### config.mk
export PLATFORM = sky130hd
export DESIGN_NAME = jugada_rx_queue
export DESIGN_NICKNAME = d
export VERILOG_FILES = /design/src/rtl/jugada_pkg.sv /design/src/rtl/jugada_fifo.sv /design/src/rtl/jugada_rx_queue.sv
export SDC_FILE = /design/constraint.sdc
export NUM_CORES = 1
export LEC_CHECK = 0
export BUFFER_PORTS_ARGS = -buffer_cell sky130_fd_sc_hd__buf_2
export CAP_MARGIN = 0
export CORE_AREA = 10 10 65 67
export DETAILED_ROUTE_END_ITERATION = 16
export DIE_AREA = 0 0 75 77
export HOLD_SLACK_MARGIN = 0.05
export PLACE_DENSITY = 0.79
export SLEW_MARGIN = 20
export SYNTH_ARGS = -nofsm -noshare
export SYNTH_HDL_FRONTEND = slang
export SYNTH_SLANG_ARGS = --single-unit
### constraint.sdc
create_clock -name clk -period 4 [get_ports clk]
set_input_delay 0.2 -clock clk [delete_from_list [all_inputs] [get_ports clk]]
set_output_delay 0.2 -clock clk [all_outputs]
set_load 0.02 [all_outputs]
### src/rtl/jugada_pkg.sv
// Shared types for the move-receive path: column code, capture FSM states, default column count.
// Latency: n/a (types and constants only).
// Backpressure: n/a.
package jugada_pkg;

    typedef logic [2:0] col_t;

    localparam int NUM_COLS_DEFAULT = 7;

    typedef enum logic [1:0] {
        IDLE,
        WAIT_STABLE,
        CHECK
    } rx_state_t;

endpackage

### src/rtl/jugada_fifo.sv
// Generic circular FIFO of column codes with extra-MSB pointers for full/empty.
// Latency: a push is visible at the head one cycle later; the head is read combinationally.
// Backpressure: push while full and pop while empty are ignored; the caller gates with full/empty.
//
// Ports: clk, rst (async active-low), push/push_dat, pop/pop_dat (head, 0 when empty),
//        full, empty, count (occupancy, $clog2(DEPTH)+1 bits).
module jugada_fifo
    import jugada_pkg::*;
#(
    parameter int DEPTH = 4
) (
    input  logic                     clk,
    input  logic                     rst,
    input  logic                     push,
    input  col_t                     push_dat,
    input  logic                     pop,
    output col_t                     pop_dat,
    output logic                     full,
    output logic                     empty,
    output logic [$clog2(DEPTH):0]   count
);

    localparam int AW = $clog2(DEPTH);

    col_t          mem [DEPTH];
    logic [AW:0]   wr_ptr;
    logic [AW:0]   rd_ptr;
    logic          do_push;
    logic          do_pop;

    // Pointers carry one extra bit so full and empty are distinguishable when the
    // index bits coincide.
    assign full    = (wr_ptr[AW] != rd_ptr[AW]) && (wr_ptr[AW-1:0] == rd_ptr[AW-1:0]);
    assign empty   = (wr_ptr == rd_ptr);
    assign count   = wr_ptr - rd_ptr;
    assign do_push = push && !full;
    assign do_pop  = pop && !empty;

    // Gated to 0 when empty so the output is clean after reset without clearing memory.
    assign pop_dat = empty ? '0 : mem[rd_ptr[AW-1:0]];

    always_ff @(posedge clk or negedge rst) begin
        if (!rst) begin
            wr_ptr <= '0;
            rd_ptr <= '0;
        end else begin
            if (do_push) wr_ptr <= wr_ptr + 1'b1;
            if (do_pop)  rd_ptr <= rd_ptr + 1'b1;
        end
    end

    // Storage is not reset.
    always_ff @(posedge clk) begin
        if (do_push) mem[wr_ptr[AW-1:0]] <= push_dat;
    end

endmodule

### src/rtl/jugada_rx_queue.sv
// Syncs SPI move code/flag into clk, waits for a stable code, range-checks it and queues it.
// Latency: 2 + STABLE_CYCLES + 1 clk from synced recibido rise to mov_valid (empty queue).
// Backpressure: mov_valid/mov_ready drain; a full queue drops the move and pulses err_overflow.
//
// Ports: clk, rst (async active-low); jugada_in/recibido_in (async to clk);
//        mov_col/mov_valid/mov_ready (queue head handshake); err_invalid/err_overflow (1-cycle
//        pulses); fifo_count (occupancy). Optional macro JUGADA_RX_STATS_EN adds
//        moves_total (wrapping) and errors_total (saturating) 8-bit counters.
module jugada_rx_queue
    import jugada_pkg::*;
#(
    parameter int NUM_COLS      = NUM_COLS_DEFAULT,
    parameter int FIFO_DEPTH    = 4,
    parameter int STABLE_CYCLES = 3
) (
    input  logic                          clk,
    input  logic                          rst,
    input  logic [2:0]                    jugada_in,
    input  logic                          recibido_in,
    output logic [2:0]                    mov_col,
    output logic                          mov_valid,
    input  logic                          mov_ready,
    output logic                          err_invalid,
    output logic                          err_overflow,
    output logic [$clog2(FIFO_DEPTH):0]   fifo_count
`ifdef JUGADA_RX_STATS_EN
    ,
    output logic [7:0]                    moves_total,
    output logic [7:0]                    errors_total
`endif
);

    localparam logic [3:0] STABLE_LAST = 4'(STABLE_CYCLES - 1);
    localparam logic [3:0] NUM_COLS_W  = 4'(NUM_COLS);

    // ---------------- synchronisers and edge detect ----------------
    col_t       jug_s1, jug_s2;
    logic       rec_s1, rec_s2, rec_s3;
    logic       evt_q;

    always_ff @(posedge clk or negedge rst) begin
        if (!rst) begin
            jug_s1 <= '0;
            jug_s2 <= '0;
            rec_s1 <= 1'b0;
            rec_s2 <= 1'b0;
            rec_s3 <= 1'b0;
            evt_q  <= 1'b0;
        end else begin
            jug_s1 <= jugada_in;
            jug_s2 <= jug_s1;
            rec_s1 <= recibido_in;
            rec_s2 <= rec_s1;
            rec_s3 <= rec_s2;
            // Registered rise pulse; rec_s3 resets low, so a flag already high at
            // reset release still yields one event.
            evt_q  <= rec_s2 && !rec_s3;
        end
    end

    // ---------------- capture FSM ----------------
    rx_state_t  state, state_nxt;
    logic [3:0] stable_cnt;
    col_t       ref_col;
    col_t       capture_q;
    logic       match;
    logic       code_bad;
    logic       fifo_full;
    logic       fifo_empty;
    logic       push_vld;

    assign match    = (jug_s2 == ref_col);
    assign code_bad = ({1'b0, capture_q} >= NUM_COLS_W);

    always_ff @(posedge clk or negedge rst) begin
        if (!rst) state <= IDLE;
        else      state <= state_nxt;
    end

    always_comb begin
        state_nxt = state;
        case (state)
            IDLE:        if (evt_q) state_nxt = WAIT_STABLE;
            WAIT_STABLE: if (match && stable_cnt == STABLE_LAST) state_nxt = CHECK;
            CHECK:       state_nxt = IDLE;
            default:     state_nxt = IDLE;
        endcase
    end

    // Stability tracking: any change of the synced code restarts the count from the new value.
    always_ff @(posedge clk or negedge rst) begin
        if (!rst) begin
            stable_cnt <= '0;
            ref_col    <= '0;
            capture_q  <= '0;
        end else begin
            case (state)
                IDLE: begin
                    if (evt_q) begin
                        stable_cnt <= '0;
                        ref_col    <= jug_s2;
                    end
                end
                WAIT_STABLE: begin
                    if (match) begin
                        if (stable_cnt == STABLE_LAST) capture_q  <= ref_col;
                        else                           stable_cnt <= stable_cnt + 4'd1;
                    end else begin
                        ref_col    <= jug_s2;
                        stable_cnt <= '0;
                    end
                end
                default: ;
            endcase
        end
    end

    // Decision uses the pre-pop full flag: a pop in the same cycle does not rescue the move.
    always_comb begin
        err_invalid  = 1'b0;
        err_overflow = 1'b0;
        push_vld     = 1'b0;
        if (state == CHECK) begin
            if (code_bad)       err_invalid  = 1'b1;
            else if (fifo_full) err_overflow = 1'b1;
            else                push_vld     = 1'b1;
        end
    end

    // ---------------- move queue ----------------
    assign mov_valid = !fifo_empty;

    jugada_fifo #(
        .DEPTH    (FIFO_DEPTH)
    ) u_fifo (
        .clk      (clk),
        .rst      (rst),
        .push     (push_vld),
        .push_dat (capture_q),
        .pop      (mov_valid && mov_ready),
        .pop_dat  (mov_col),
        .full     (fifo_full),
        .empty    (fifo_empty),
        .count    (fifo_count)
    );

`ifdef JUGADA_RX_STATS_EN
    always_ff @(posedge clk or negedge rst) begin
        if (!rst) begin
            moves_total  <= '0;
            errors_total <= '0;
        end else begin
            if (push_vld) moves_total <= moves_total + 8'd1;
            if ((err_invalid || err_overflow) && errors_total != 8'hFF)
                errors_total <= errors_total + 8'd1;
        end
    end
`endif

endmodule

==> results of run 1 <==
-- state kept, by name, summed over array words and instances (netlist names) --
name	cells
capture_q	3
evt_q	1
jug_s1	3
jug_s2	3
rec_s1	1
rec_s2	1
rec_s3	1
ref_col	3
stable_cnt	4
state	2
u_fifo.mem	12
u_fifo.rd_ptr	3
u_fifo.wr_ptr	3
-- final timing paths --
check,start,to
setup / recovery,u_fifo.rd_ptr[1]$_DFFE_PN0P_,mov_col[2]
setup reg to reg,u_fifo.rd_ptr[1]$_DFFE_PN0P_,u_fifo.mem[0][1]$_DFFE_PP_
min in group asynchronous,rst,jug_s2[2]$_DFF_PN0_
max in group asynchronous,rst,u_fifo.rd_ptr[1]$_DFFE_PN0P_
hold reg to reg,jug_s1[0]$_DFF_PN0_,jug_s2[0]$_DFF_PN0_
hold / removal,mov_ready,u_fifo.rd_ptr[0]$_DFFE_PN0P_
-- report_power, final --
part	leakage (nW)	total [mW]	switching (mW)	internal, mW
combinational	0.393	0.305	0.169	0.136
sequential	0.470	0.497	0.0465	0.450
clock	0.0454	0.274	0.141	0.133
-- layout make-up --
cell class / instances / area [um^2]
Clock buffer: 5 / 37.5
Timing Repair Buffer: 20 / 125
Clock inverter: 3 / 47.5
Inverter: 9 / 33.8
Tap cell: 33 / 41.3
Multi-Input combinational cell: 70 / 646
Fill cell: 214 / 986
Sequential cell: 40 / 1060
-- metrics by stage --
step	util, %	std cells	total power [mW]
2_1_floorplan	-	120	0.721
3_3_place_gp	62.4	167	0.794
3_5_place_dp	62.4	167	0.810
4_1_cts	66.9	180	1.09
5_1_grt	66.9	180	1.14
6_report	66.9	180	1.08
-- cells by family after synthesis --
kind of cell / count (synthesis) / share of synthesized area, %
and+or+nand+nor: 29 / 10.4
DFF: 40 / 60.6
adders and majority gates: 10 / 7.57
AOI/OAI and AO/OA: 12 / 5.36
xor gates and xnor gates: 9 / 4.93
buffers and inverters: 10 / 2.57
muxes: 10 / 8.57
-- cells in the final DEF, fill, tap and decap left out --
cell type / instances
nand3_1: 5
o211ai_1: 1
or2b_1: 1
dlygate4sd3_1: 5
o21ai_0: 3
o21bai_1: 1
mux4_2: 3
mux2_1: 1
or2_1: 1
nor3_1: 2
nor2b_1: 2
nand4_1: 1
xor2_2: 1
nand4b_2: 1
xnor2_1: 6
and2_1: 3
and2_4: 1
xor2_1: 2
nand2_1: 4
fa_1: 1
inv_1: 9
nor2_1: 2
nand2_4: 1
a21oi_1: 2
buf_2: 15
and4_1: 1
edfxtp_1: 12
clkbuf_4: 5
and3_2: 1
dfrtp_1: 28
a22o_1: 1
bufinv_16: 1
and2_2: 3
ha_1: 9
a31oi_1: 1
mux2_2: 5
clkinv_4: 2
a311oi_4: 1
mux2_4: 1
o22ai_1: 2
-- layer usage --
metal	track usage (%)	up-vias
met1	13.5	478
met2	17.6	20
met4	6.25	0
met5	0	-
li1	-	471
met3	5.66	5
-- critical path, stage by stage, from the launching register on --
cell,delay (ns)
dfrtp_1,0.52
inv_1,0.09
ha_1,0.37
nand2_1,0.07
or2_1,0.30
and2_1,0.18
buf_2,0.16
==> metrics.md, run 1 <==
| Metric | Value |
|---|---|
| Core box area | ~3000 um^2 |
| Top_reg_cell synth | dfrtp_1 |
| Count leader, synth | dfrtp_1 |
| Final ANT Viol Nets | 0 |
| Largest net degree at the start of global routing | 29 |
| Initial antenna violation count | 0 |
| Met3 wire length | about 160 um |
| Cell Area, Placed | around 1900 um^2 |
| Row count | 20 |
| Layout cells sized above 1 | between 20% and 30% |
| Area of the mapped netlist | ~1800 um^2 |
| Number of flops mapped to enable cells by yosys | 12 |
| Worst r2r path cells | 4 |
| Number of global-route vias before repair | 1,062 |
| Final setup viols | 0 |
| Hold slack | 0.108 ns |
| Slew Limit Fails | 0 |
| Peak supply drop | between 0.3 and 0.4 mV |
| Port Buf Inserts | 15 |
| Ratio of final minimum period to clock period | a little under three fifths |
| GRT overflow | 0 |
| Post-route cell area | around 2000 um^2 |
| CTS H-Tree Depth | 2 |
| Worst reg-to-reg setup slack | 2.11 ns |
| Startpoint Class | flip-flop |
| Max layer used | met4 |
| Antenna cell count | 0 |
| Hold Fails Final Rpt | 0 |
| Post-synth top area share | around two fifths |
| Initial Util | between 50 and 60% |
| Ranking of synthesized cells by area | dfrtp_1 (40%), edfxtp_1 (21%), ha_1 (6.4%) |
| 1st-pass router iterations | 4 |
| Later-pin clock latency in the skew report | roughly 0.36 ns |
| Num CTS Buffers | 5 |
| Critical path type | reg2out |
| Hold Crit Depth | 3 |
| Mean Syn Cell Area | roughly 15 um^2 |
| Clock Skew | about 0.0065 ns |
| TNS Setup | 0 ns |
| Leading area contributor after synthesis | dfrtp_1 |
| Worst EP arrival | slightly above 2 ns |
| Vias per cell | between 5 and 6 |
| List of most frequent post-synthesis cells | dfrtp_1 (28), edfxtp_1 (12), ha_1 (9), inv_1 (9), xnor2_1 (6) |
| Mapped Nets | between 100 and 150 |
| Reg clk slew, reported paths | roughly 0.12 ns |
| Setup WS post-layout | 1.76 ns |
| Overall global routing resource usage | a little under an eighth |
| Setup Fix Bufs, Post-CTS | 0 |
| Synth Instances | between 100 and 150 |
| #FFs+latches synth | 40 |
| Worst slack, placed | 2.14 ns |
| Die area | around 5800 um^2 |
| Hold/Removal Path Class | in2reg |
| DR DRC count | 0 |
| Routed WL per cell | approximately 16 um |
| Register area share after synthesis | a little over 60% |
| DR WL met2 | 1430 um |
| Req. time, crit path | around 3.8 ns |
| Worst-margin pin slew | 0.617 ns |
| Resized cells post-CTS | 0 |
| Status | complete, no violations |
| Synth unique cells | 36 |
| Asr flop ratio synth | ~70% |
| Clk sinks | 40 |
| Die H | 77 um |
| Post-CTS Hold Buffers | 5 |
| CP Max Fanout | 7 |
| Rel. slew slack | around three fifths |
| Drt first-iter violations | 64 |
| Warnings from Yosys | 0 |
| Hpwl dp | 2180 um |
| First-pass GRT wire length | roughly 5100 um |
| Final WL | roughly 2900 um |
| Gpl congestion | 0.871 |
| Max clock buf depth | 2 |
| Vias | between 900 and 1,000 |
| Layout Nets | 163 |
| Max Freq | roughly 450 MHz |
| Power Dens Cells | ~540 nW/um^2 |
| CTS tree | built |
| Top Ports | 16 |
| RSZ-0062 raised after global routing | false |
| Area Overhead vs Synth | 13.7% |
| Leak pwr | between 0.9 and 1 nW |
| Crit. End Element | output port |
| Met1 WL | approximately 1300 um |
| Max-Cap Viols | 0 |
| Root buf cell | clkbuf_4 |
| Chip width | 75 um |
| Period minus WS final | around 2.2 ns |
Note: power is estimated with default switching activity, not from simulation.
==> run 2: changes to the inputs <==
--- a/config.mk
+++ b/config.mk
@@ -7,11 +7,11 @@
 export LEC_CHECK = 0
 export BUFFER_PORTS_ARGS = -buffer_cell sky130_fd_sc_hd__buf_2
 export CAP_MARGIN = 0
-export CORE_AREA = 10 10 65 67
+export CORE_AREA = 10 10 70 72
 export DETAILED_ROUTE_END_ITERATION = 16
-export DIE_AREA = 0 0 75 77
+export DIE_AREA = 0 0 80 82
 export HOLD_SLACK_MARGIN = 0.05
-export PLACE_DENSITY = 0.79
+export PLACE_DENSITY = 0.71
 export SLEW_MARGIN = 20
 export SYNTH_ARGS = -nofsm -noshare
 export SYNTH_HDL_FRONTEND = slang
==> constraint.sdc (replaced) <==
create_clock -name clk -period 1.96 [get_ports clk]
set_input_delay 0.098 -clock clk [delete_from_list [all_inputs] [get_ports clk]]
set_output_delay 0.098 -clock clk [all_outputs]
set_load 0.02 [all_outputs]
==> metrics.md, run 2 (synthesis gave the netlist of run 1 again) <==
| Metric | Value |
|---|---|
| Status | complete, no violations |
| Gpl congestion | ~0.73 |
| Layout cells sized above 1 | between 30% and 40% |
| Req. time, crit path | approximately 1.9 ns |
| Final core occ | between 50% and 60% |
| Drt first-iter violations | 29 |
| Max clock buf depth | 2 |
| Antenna cell count | 0 |
| Routed WL per cell | approximately 15 um |
| Root buf cell | clkbuf_4 |
| Final WL | roughly 2900 um |
| Hold/Removal Path Class | in2async |
| First-pass GRT wire length | ~5000 um |
| Period minus WS final | approximately 1.9 ns |
| Die H | about 82 um |
| Clk sinks | 40 |
| Initial antenna violation count | 0 |
| Worst R2R End | u_fifo.mem[2][2]$_DFFE_PP_ |
| Initial Util | slightly below 50% |
| Commonest non-fill, non-tap cell in the layout | dfrtp_1 |
| TNS Setup | 0 ns |
| Power Dens Cells | approximately 1000 nW/um^2 |
| Critical path type | reg2out |
| Worst EP arrival | around 1.8 ns |
| Final ANT Viol Nets | 0 |
| Top Ports | 16 |
| Vias per cell | 4.96 |
| Rel. slew slack | between 50 and 60% |
| R2r startpoint | u_fifo.wr_ptr[0]$_DFFE_PN0P_ |
| Core box area | between 3000 and 4000 um^2 |
| Die area | between 6000 and 7000 um^2 |
| Crit. End Element | output port |
| Vias | around 990 |
| Peak supply drop | roughly 0.55 mV |
| Worst-margin pin slew | roughly 0.61 ns |
| Largest net degree at the start of global routing | 29 |
| CP Max Fanout | 5 |
| GRT overflow | 0 |
| Row count | 22 |
| CTS H-Tree Depth | 2 |
| Max Freq | ~530 MHz |
| Leak pwr | a little over 0.9 nW |
| Worst r2r path cells | 4 |
| Most frequent cells in the layout | dfrtp_1 (28), buf_2 (15), edfxtp_1 (12) |
| Num CTS Buffers | 5 |
| Max-Cap Viols | 0 |
| Later-pin clock latency in the skew report | between 0.3 and 0.4 ns |
| 1st-pass router iterations | 2 |
| DR DRC count | 0 |
| Layout Nets | approximately 170 |
| Clock Skew | about 0.009 ns |
| Overall global routing resource usage | ~10% |
| Worst reg-to-reg setup slack | 0.27 ns |
| Critical path endpoint | mov_col[1] |
| Hpwl dp | about 2200 um |
| CP Launch Point | u_fifo.rd_ptr[0]$_DFFE_PN0P_ |
| Number of global-route vias before repair | ~1,000 |
| Chip width | 80 um |
| Port Buf Inserts | 15 |
| CTS tree | built |
| Final setup viols | 0 |
| Total power | 2.13 mW |
| Area Overhead vs Synth | 17.2% |
| Hold Fails Final Rpt | 0 |
| Startpoint Class | flip-flop |
| Reg clk slew, reported paths | roughly 0.13 ns |
| Ratio of final minimum period to clock period | between 90% and 100% |
| Slew Limit Fails | 0 |
| Max reg flops | 12 |
==> run 2: changes by cell type in the layout (fill, tap and decap cells not counted), sizes merged <==
cell,change
dlygate4sd3,+1
buf,+4
inv,+1
bufinv,-1
clkinv,-1
clkinvlp,+1
==> run 2: power by group <==
group          leakage (nW)  internal, mW  switching [mW]
clock                0.0317         0.142           0.283
sequential            0.470         0.920          0.0596
combinational         0.419         0.339           0.391
total                 0.921          1.40           0.734
==> run 2: timing repair <==
| action | in CTS | in global routing |
|---|---|---|
| endpoints found under the hold margin | 34 | 0 |
| endpoints found under the setup margin | 3 | 4 |
| gates cloned | 0 | 0 |
| setup buffers | 0 | 1 |
| hold buffers | 6 | 0 |
| pin swaps | 0 | 0 |
| gates resized for setup | 2 | 2 |
==> run 2: worst max-delay path, stage by stage, from the launching register on <==
cell,delay (ns)
dfrtp_1,0.43
buf_4,0.19
mux4_2,0.50
and2_1,0.17
buf_2,0.15
==> run 2: final cells by class <==
cell class                 instances  area, um^2
clock buffer                       5        37.5
clock inverter                     3        22.5
fill                             300        1530
inverter                           9        33.8
multi-input combinational         70         673
sequential                        40        1060
tap                               48        60.1
timing repair buffer              25         165
==> run 2: worst min-delay path by stage <==
stage,to,start,slack (ns),depth (start not counted)
finish,rec_s3$_DFF_PN0_,rst,0.27,2
global route,rec_s3$_DFF_PN0_,rst,0.30,2
CTS,rec_s3$_DFF_PN0_,rst,0.29,2
detailed placement,stable_cnt[0]$_DFFE_PN0P_,rst,0.15,1
global placement,stable_cnt[0]$_DFFE_PN0P_,rst,0.14,1
floorplan,capture_q[0]$_DFFE_PN0P_,rst,-0.20,0
==> run 2: per-layer routing <==
metal	routed length (um)	GRT usage [%]	vias up
met5	0	0	-
met4	44	4.58	0
met3	131	3.71	5
met2	1330	15.3	17
met1	1400	12.2	486
li1	-	-	484
==> run 2: stage by stage <==
step                      hold slack, ns  setup WS (ns)  instance area, um^2  instances
after floorplan                   -0.198          0.236                 1750        120
after global placement             0.142          0.194                 1900        185
after detailed placement           0.151          0.190                 1900        185
after CTS                          0.292         0.0183                 2030        199
after global routing               0.302        -0.0212                 2050        200
final                              0.269         0.0781                 2050        200
